### config.mk
export PLATFORM = sky130hd
export DESIGN_NAME = skullfet_bist
export DESIGN_NICKNAME = d
export VERILOG_FILES = /design/src/rtl/skullfet_bist_pkg.sv /design/src/rtl/skullfet_bist_lfsr.sv /design/src/rtl/skullfet_bist.sv
export SDC_FILE = /design/constraint.sdc
export NUM_CORES = 1
export LEC_CHECK = 0
export CORE_ASPECT_RATIO = 1.4
export CORE_MARGIN = 10
export CORE_UTILIZATION = 58
export CTS_CLUSTER_SIZE = 40
export DETAILED_ROUTE_END_ITERATION = 10
export GPL_TIMING_DRIVEN = 0
export PLACE_DENSITY = 0.76
export SLEW_MARGIN = 25
export SYNTH_ARGS = -nofsm -noshare
export SYNTH_HDL_FRONTEND = slang
export SYNTH_SLANG_ARGS = --single-unit
### constraint.sdc
create_clock -name wb_clk_i -period 8.69 [get_ports wb_clk_i]
set_input_delay 2.607 -clock wb_clk_i [delete_from_list [all_inputs] [get_ports wb_clk_i]]
set_output_delay 2.607 -clock wb_clk_i [all_outputs]
set_load 0.005 [all_outputs]
### src/rtl/skullfet_bist_pkg.sv
// Shared types and constants for the SkullFET cell BIST sequencer.
package skullfet_bist_pkg;

  typedef enum logic [1:0] {IDLE, SETTLE, SAMPLE, DONE} state_t;

  localparam logic [15:0] LFSR_POLY = 16'hB400;
  localparam logic [15:0] LFSR_SEED = 16'hACE1;

  // Width of a counter that must hold the values 0..n-1, never narrower than one bit.
  function automatic int idx_width(input int n);
    return (n <= 2) ? 1 : $clog2(n);
  endfunction

endpackage

### src/rtl/skullfet_bist_lfsr.sv
// 16-bit right-shifting Galois LFSR that produces the BIST stimulus sequence.
module skullfet_bist_lfsr
  import skullfet_bist_pkg::*;
(
  input  logic        clk,
  input  logic        rst,
  input  logic        load,
  input  logic        step,
  output logic [15:0] state,
  output logic [15:0] next
);

  assign next = state[0] ? ((state >> 1) ^ LFSR_POLY) : (state >> 1);

  always_ff @(posedge clk) begin
    if (rst || load) begin
      state <= LFSR_SEED;
    end else if (step) begin
      state <= next;
    end
  end

endmodule

### src/rtl/skullfet_bist.sv
// BIST sequencer driving pseudo-random vectors into SkullFET inverter/NAND cells.
// Define SKULLFET_BIST_FAIL_CAPTURE_EN to add first-failure capture outputs.
module skullfet_bist
  import skullfet_bist_pkg::*;
#(
  parameter int                NUM_CH       = 4,
  parameter logic [NUM_CH-1:0] CH_NAND_MASK = 4'b1010,
  parameter int                NUM_VEC      = 256,
  parameter int                SETTLE_CYC   = 4,
  parameter int                CNT_W        = 16
) (
  input  logic              wb_clk_i,
  input  logic              wb_rst_i,
  input  logic              start_i,
  output logic              busy_o,
  output logic              done_o,
  output logic              pass_o,
  output logic [NUM_CH-1:0] cell_a_o,
  output logic [NUM_CH-1:0] cell_b_o,
  input  logic [NUM_CH-1:0] cell_y_i,
  input  logic [2:0]        err_sel_i,
  output logic [CNT_W-1:0]  err_cnt_o
`ifdef SKULLFET_BIST_FAIL_CAPTURE_EN
  ,
  output logic              fail_seen_o,
  output logic [15:0]       fail_vec_o,
  output logic [2:0]        fail_ch_o
`endif
);

  localparam int VW = idx_width(NUM_VEC);
  localparam int TW = idx_width(SETTLE_CYC);
  localparam logic [CNT_W-1:0] CNT_MAX = '1;

  state_t            state;
  logic [VW-1:0]     vec_idx;
  logic [TW-1:0]     timer;
  logic [CNT_W-1:0]  err_cnt [NUM_CH];
  logic [15:0]       lfsr_q, lfsr_next;
  logic              start_ok, last_vec;
  logic [NUM_CH-1:0] expected, mismatch;
  logic              unused_lfsr_bits;

  function automatic logic [NUM_CH-1:0] vec_a(input logic [15:0] v);
    return v[NUM_CH-1:0];
  endfunction

  function automatic logic [NUM_CH-1:0] vec_b(input logic [15:0] v);
    return v[NUM_CH+7:8] & CH_NAND_MASK;
  endfunction

  assign start_ok = start_i && ((state == IDLE) || (state == DONE));
  assign last_vec = (vec_idx == VW'(NUM_VEC - 1));

  skullfet_bist_lfsr u_lfsr (
    .clk   (wb_clk_i),
    .rst   (wb_rst_i),
    .load  (start_ok),
    .step  ((state == SAMPLE) && !last_vec),
    .state (lfsr_q),
    .next  (lfsr_next)
  );

  // Only a slice of the LFSR feeds the cells; the rest is intentionally dropped.
  assign unused_lfsr_bits = ^{lfsr_q, lfsr_next};

  // Inverter channels force their B term to 1 so the NAND form collapses to ~A.
  assign expected = ~(cell_a_o & (cell_b_o | ~CH_NAND_MASK));
  assign mismatch = cell_y_i ^ expected;

  always_ff @(posedge wb_clk_i) begin
    if (wb_rst_i) begin
      state    <= IDLE;
      vec_idx  <= '0;
      timer    <= '0;
      busy_o   <= 1'b0;
      done_o   <= 1'b0;
      cell_a_o <= '0;
      cell_b_o <= '0;
      for (int i = 0; i < NUM_CH; i++) err_cnt[i] <= '0;
    end else begin
      case (state)
        IDLE, DONE: begin
          if (start_i) begin
            for (int i = 0; i < NUM_CH; i++) err_cnt[i] <= '0;
            cell_a_o <= vec_a(LFSR_SEED);
            cell_b_o <= vec_b(LFSR_SEED);
            vec_idx  <= '0;
            timer    <= TW'(SETTLE_CYC - 1);
            busy_o   <= 1'b1;
            done_o   <= 1'b0;
            state    <= SETTLE;
          end
        end
        SETTLE: begin
          if (timer == '0) state <= SAMPLE;
          else             timer <= timer - 1'b1;
        end
        SAMPLE: begin
          for (int i = 0; i < NUM_CH; i++) begin
            if (mismatch[i] && (err_cnt[i] != CNT_MAX)) err_cnt[i] <= err_cnt[i] + 1'b1;
          end
          if (last_vec) begin
            cell_a_o <= '0;
            cell_b_o <= '0;
            busy_o   <= 1'b0;
            done_o   <= 1'b1;
            state    <= DONE;
          end else begin
            cell_a_o <= vec_a(lfsr_next);
            cell_b_o <= vec_b(lfsr_next);
            vec_idx  <= vec_idx + 1'b1;
            timer    <= TW'(SETTLE_CYC - 1);
            state    <= SETTLE;
          end
        end
        default: state <= IDLE;
      endcase
    end
  end

  always_comb begin
    pass_o = (state == DONE);
    for (int i = 0; i < NUM_CH; i++) begin
      if (err_cnt[i] != '0) pass_o = 1'b0;
    end
  end

  always_comb begin
    err_cnt_o = '0;
    for (int i = 0; i < NUM_CH; i++) begin
      if (err_sel_i == 3'(i)) err_cnt_o = err_cnt[i];
    end
  end

`ifdef SKULLFET_BIST_FAIL_CAPTURE_EN
  logic [2:0] first_ch;

  // Scanning downward leaves the lowest mismatching channel as the winner.
  always_comb begin
    first_ch = '0;
    for (int i = NUM_CH - 1; i >= 0; i--) begin
      if (mismatch[i]) first_ch = 3'(i);
    end
  end

  always_ff @(posedge wb_clk_i) begin
    if (wb_rst_i || start_ok) begin
      fail_seen_o <= 1'b0;
      fail_vec_o  <= '0;
      fail_ch_o   <= '0;
    end else if ((state == SAMPLE) && (|mismatch) && !fail_seen_o) begin
      fail_seen_o <= 1'b1;
      fail_vec_o  <= 16'(vec_idx);
      fail_ch_o   <= first_ch;
    end
  end
`endif

endmodule

==> qor.txt, run 1 <==
row cnt: 42
Mapped Cells: 605
vias in the first global route: 4,495
Worst path most repeated cell: clkbuf_1
Post-synth EDFFs: 48
via count: 4,693
part of the cycle the worst path needs: 0.801
post-CTS setup buffers: 0
max-slew violations: 0
Setup Viol. Count Final: 0
Layout Skew: 6.95 ps
Syn. warnings: 0
later-pin clock latency in the skew report: 350 ps
CP max FO: 10
total grt overflow: 0
CTS root buffer: clkbuf_16
Post-synth top flop: dfxtp_1
routed vias/inst: 5.97
Leak: 2.19 nW
initial antenna violation count: 0
post-route core utilization: 0.677
crit end category: output pin
Post-DP HPWL: 10.1 mm
Worst Path Required: 6080 ps
crit path buf inv count: 3
H-tree level count: 3
crit path launch type: primary input
I/O Buffers: 32
GRT Util Overall: 0.199
Final Hold Fails: 0
Hold Crit Depth: 2
layout cell share with drive strength beyond 1: 0.0872
Synth area leaders: edfxtp_1 25%, dfxtp_1 18%, mux4_2 6.4%
Initial Utilization: 0.595
Resized cells post-CTS: 0
gpl congestion: 0.946
synth unique cells: 48
most numerous cell in the Yosys netlist: nor2_1
Critical Path AT: 4360 ps
CTS tree: done
Hold Crit Class: reg -> reg
post-synth top area cell: edfxtp_1
CTS clk-pin slew, worst paths: 70 ps
VDD IR-drop max: 0.141 mV
worst reg-to-reg setup slack: 5770 ps
cts bufs inserted: 9
Max Fclk: 0.144 GHz
slowest CP cell: clkdlybuf4s50_1
synth-to-layout area growth: 13.8%
#FFs+latches synth: 100
I/O pin total: 37
drt pass-1 iters: 5
Die Height: 137 um
die width: 103 um
Worst path max stage delay: 460 ps
crit-path leading delay family: buffers and inverters
most frequent cells after synthesis: 87 x nor2_1, 69 x nand2_1, 52 x dfxtp_1, 48 x edfxtp_1, 37 x xnor2_1
Worst-Margin Slew: 896 ps
# clock sinks: 100
drt total wl: 13.8 mm
Critical Path Stages: 5
Antenna diodes: 0
Fill cells: 763
R2R depth: 6
routed wire length per instance: 17.6 um
final setup TNS: 0 ps
CP Class: in -> out
max-cap violation count: 0
Core Region: 0.00951 mm^2
RSZ-0062 raised after global routing: no
FFs w/ async S/R, synth: 0
first-pass GRT wire length: 22.0 mm
Syn Std Cell Area: 0.00566 mm^2
cell area power density: 176 mW/mm^2
Hold-fix buffers, CTS: 0
sequential share of the synthesized area: 0.439
die area: 0.0142 mm^2
CP Cell Sequence: clkbuf_1 -> clkbuf_1 -> mux4_2 -> nor2b_1 -> clkdlybuf4s50_1
largest net degree at the start of global routing: 18
Synth Area per Inst: 9.35 um^2
Final ANT Viol Nets: 0
fin crit period: 6960 ps
Initial DRC Count: 369
nets: 673
area fraction of the dominant cell type after synthesis: 0.255
status: finished clean
Post-route DRC: 0
relative slew slack: 0.396
clock buffer depth: 2
[flip-flops by register name, indices dropped and copies added (netlist names)]
signal / cells
state: 2
err_cnt: 64
cell_b_o: 2
timer: 2
vec_idx: 8
u_lfsr.state: 16
cell_a_o: 4
busy_o: 1
done_o: 1
[power by group]
part / leakage, nW / switching, mW / internal [mW]
Clock: 0.149 / 0.188 / 0.214
Combinational: 1.10 / 0.0836 / 0.0716
Sequential: 0.943 / 0.0487 / 0.529
Total: 2.19 / 0.321 / 0.815
[cell families after synthesis]
family                   after synthesis  synth area share
multiplexers                          19            0.0692
buffers and inverters                 53            0.0427
AND/OR/NAND/NOR                      298             0.263
adder cells (fa/ha/maj)               14            0.0310
AO/OA/AOI/OAI                         63            0.0665
XOR/XNOR                              57            0.0882
other                                  1          0.000663
flip-flops                           100             0.439
[layout by cell type (no fill, tap or decap), types with 6 or more instances in the layout]
cell type        netlist  layout
edfxtp_1              48      48
xnor2_1               37      37
nand3_1               32      32
clkbuf_16              0       9
and4_1                10      10
mux4_2                16      16
xor2_1                20      20
clkdlybuf4s50_1        0      32
ha_1                  14      14
or3_1                  6       6
nor2_1                87      87
a21oi_1               30      30
nor2b_1               17      17
inv_1                 23      23
o21ai_0               11      11
nand4_1               16      16
nand2_1               69      69
buf_2                 10      10
nor4b_1                6       6
and3_1                 6       6
dfxtp_1               52      52
clkbuf_1              14      14
nor3_1                20      20
nor4_1                17      17
[per-layer routing]
layer,vias up,part of all wire,routed length (um),global-route usage
li1,2240,-,-,-
met1,2184,0.38,5300,0.221
met2,215,0.49,6800,0.345
met3,54,0.080,1100,0.0424
met4,0,0.044,612,0.106
met5,-,0,0,0
[per-stage QoR]
stage / total power, mW / setup WS [ps] / cells / cell area [um^2] / hold slack, ps
2_1_floorplan: 0.677 / 2300 / 606 / 5660 / 432
3_3_place_gp: 0.734 / 1750 / 770 / 6150 / 443
3_5_place_dp: 0.741 / 1720 / 770 / 6150 / 447
4_1_cts: 1.14 / 1720 / 786 / 6440 / 457
5_1_grt: 1.17 / 1630 / 786 / 6440 / 490
6_report: 1.14 / 1730 / 786 / 6440 / 457
[worst register-to-register path, delay by kind of cell (launching register included)]
family	cells	cell delay [ps]
adders and majority gates	1	290
DFF	1	420
buffers and inverters	3	720
and+or+nand+nor	1	610
AOI/OAI and AO/OA	1	450
[final cells by class]
cell class              instances  area [um^2]  share of cell area
plain buffers                  30          155              0.0241
clock inverters                 5         41.3             0.00641
clock buffers                  11          253              0.0392
flip-flops and latches        100         2480               0.385
multi-input cells             453         2940               0.456
inverters                      23         86.3              0.0134
well taps                     132          165              0.0256
repair buffers                 32          320              0.0497
[worst paths after layout]
path	startpoint	to
worst max-delay path	err_sel_i[1]	err_cnt_o[14]
worst min register to register	u_lfsr.state[1]$_SDFFE_PP0P_	u_lfsr.state[1]$_SDFFE_PP0P_
worst max register to register	state[0]$_SDFFE_PP0P_	err_cnt[1][9]$_SDFFCE_PN0P_
worst min-delay path	u_lfsr.state[1]$_SDFFE_PP0P_	u_lfsr.state[1]$_SDFFE_PP0P_
No activity file was read; power rests on OpenSTA's default activity.
==> run 2, diff against run 1 <==
Clock period 8.69 ns to 6.7 ns, I/O delays scaled along.
==> results of run 2 <==
Same layout as run 1 (identical final DEF). Status: finished clean.
Among the figures that moved: setup slack after placement 1720 ps -> 929 ps; setup slack after layout 1730 ps -> 931 ps; register-to-register setup slack 5770 ps -> 3780 ps; total power 1.14 mW -> 1.47 mW; worst IR drop on VDD 0.141 mV -> 0.183 mV
==> run 3, diff against run 2 <==
Settings changed: SETUP_SLACK_MARGIN set to 0.3.
==> results of run 3 <==
Same layout as run 1 (identical final DEF). Status: finished clean.
Among the figures that moved: setup slack after placement 1720 ps -> 929 ps; setup slack after layout 1730 ps -> 931 ps; register-to-register setup slack 5770 ps -> 3780 ps; total power 1.14 mW -> 1.47 mW; worst IR drop on VDD 0.141 mV -> 0.183 mV
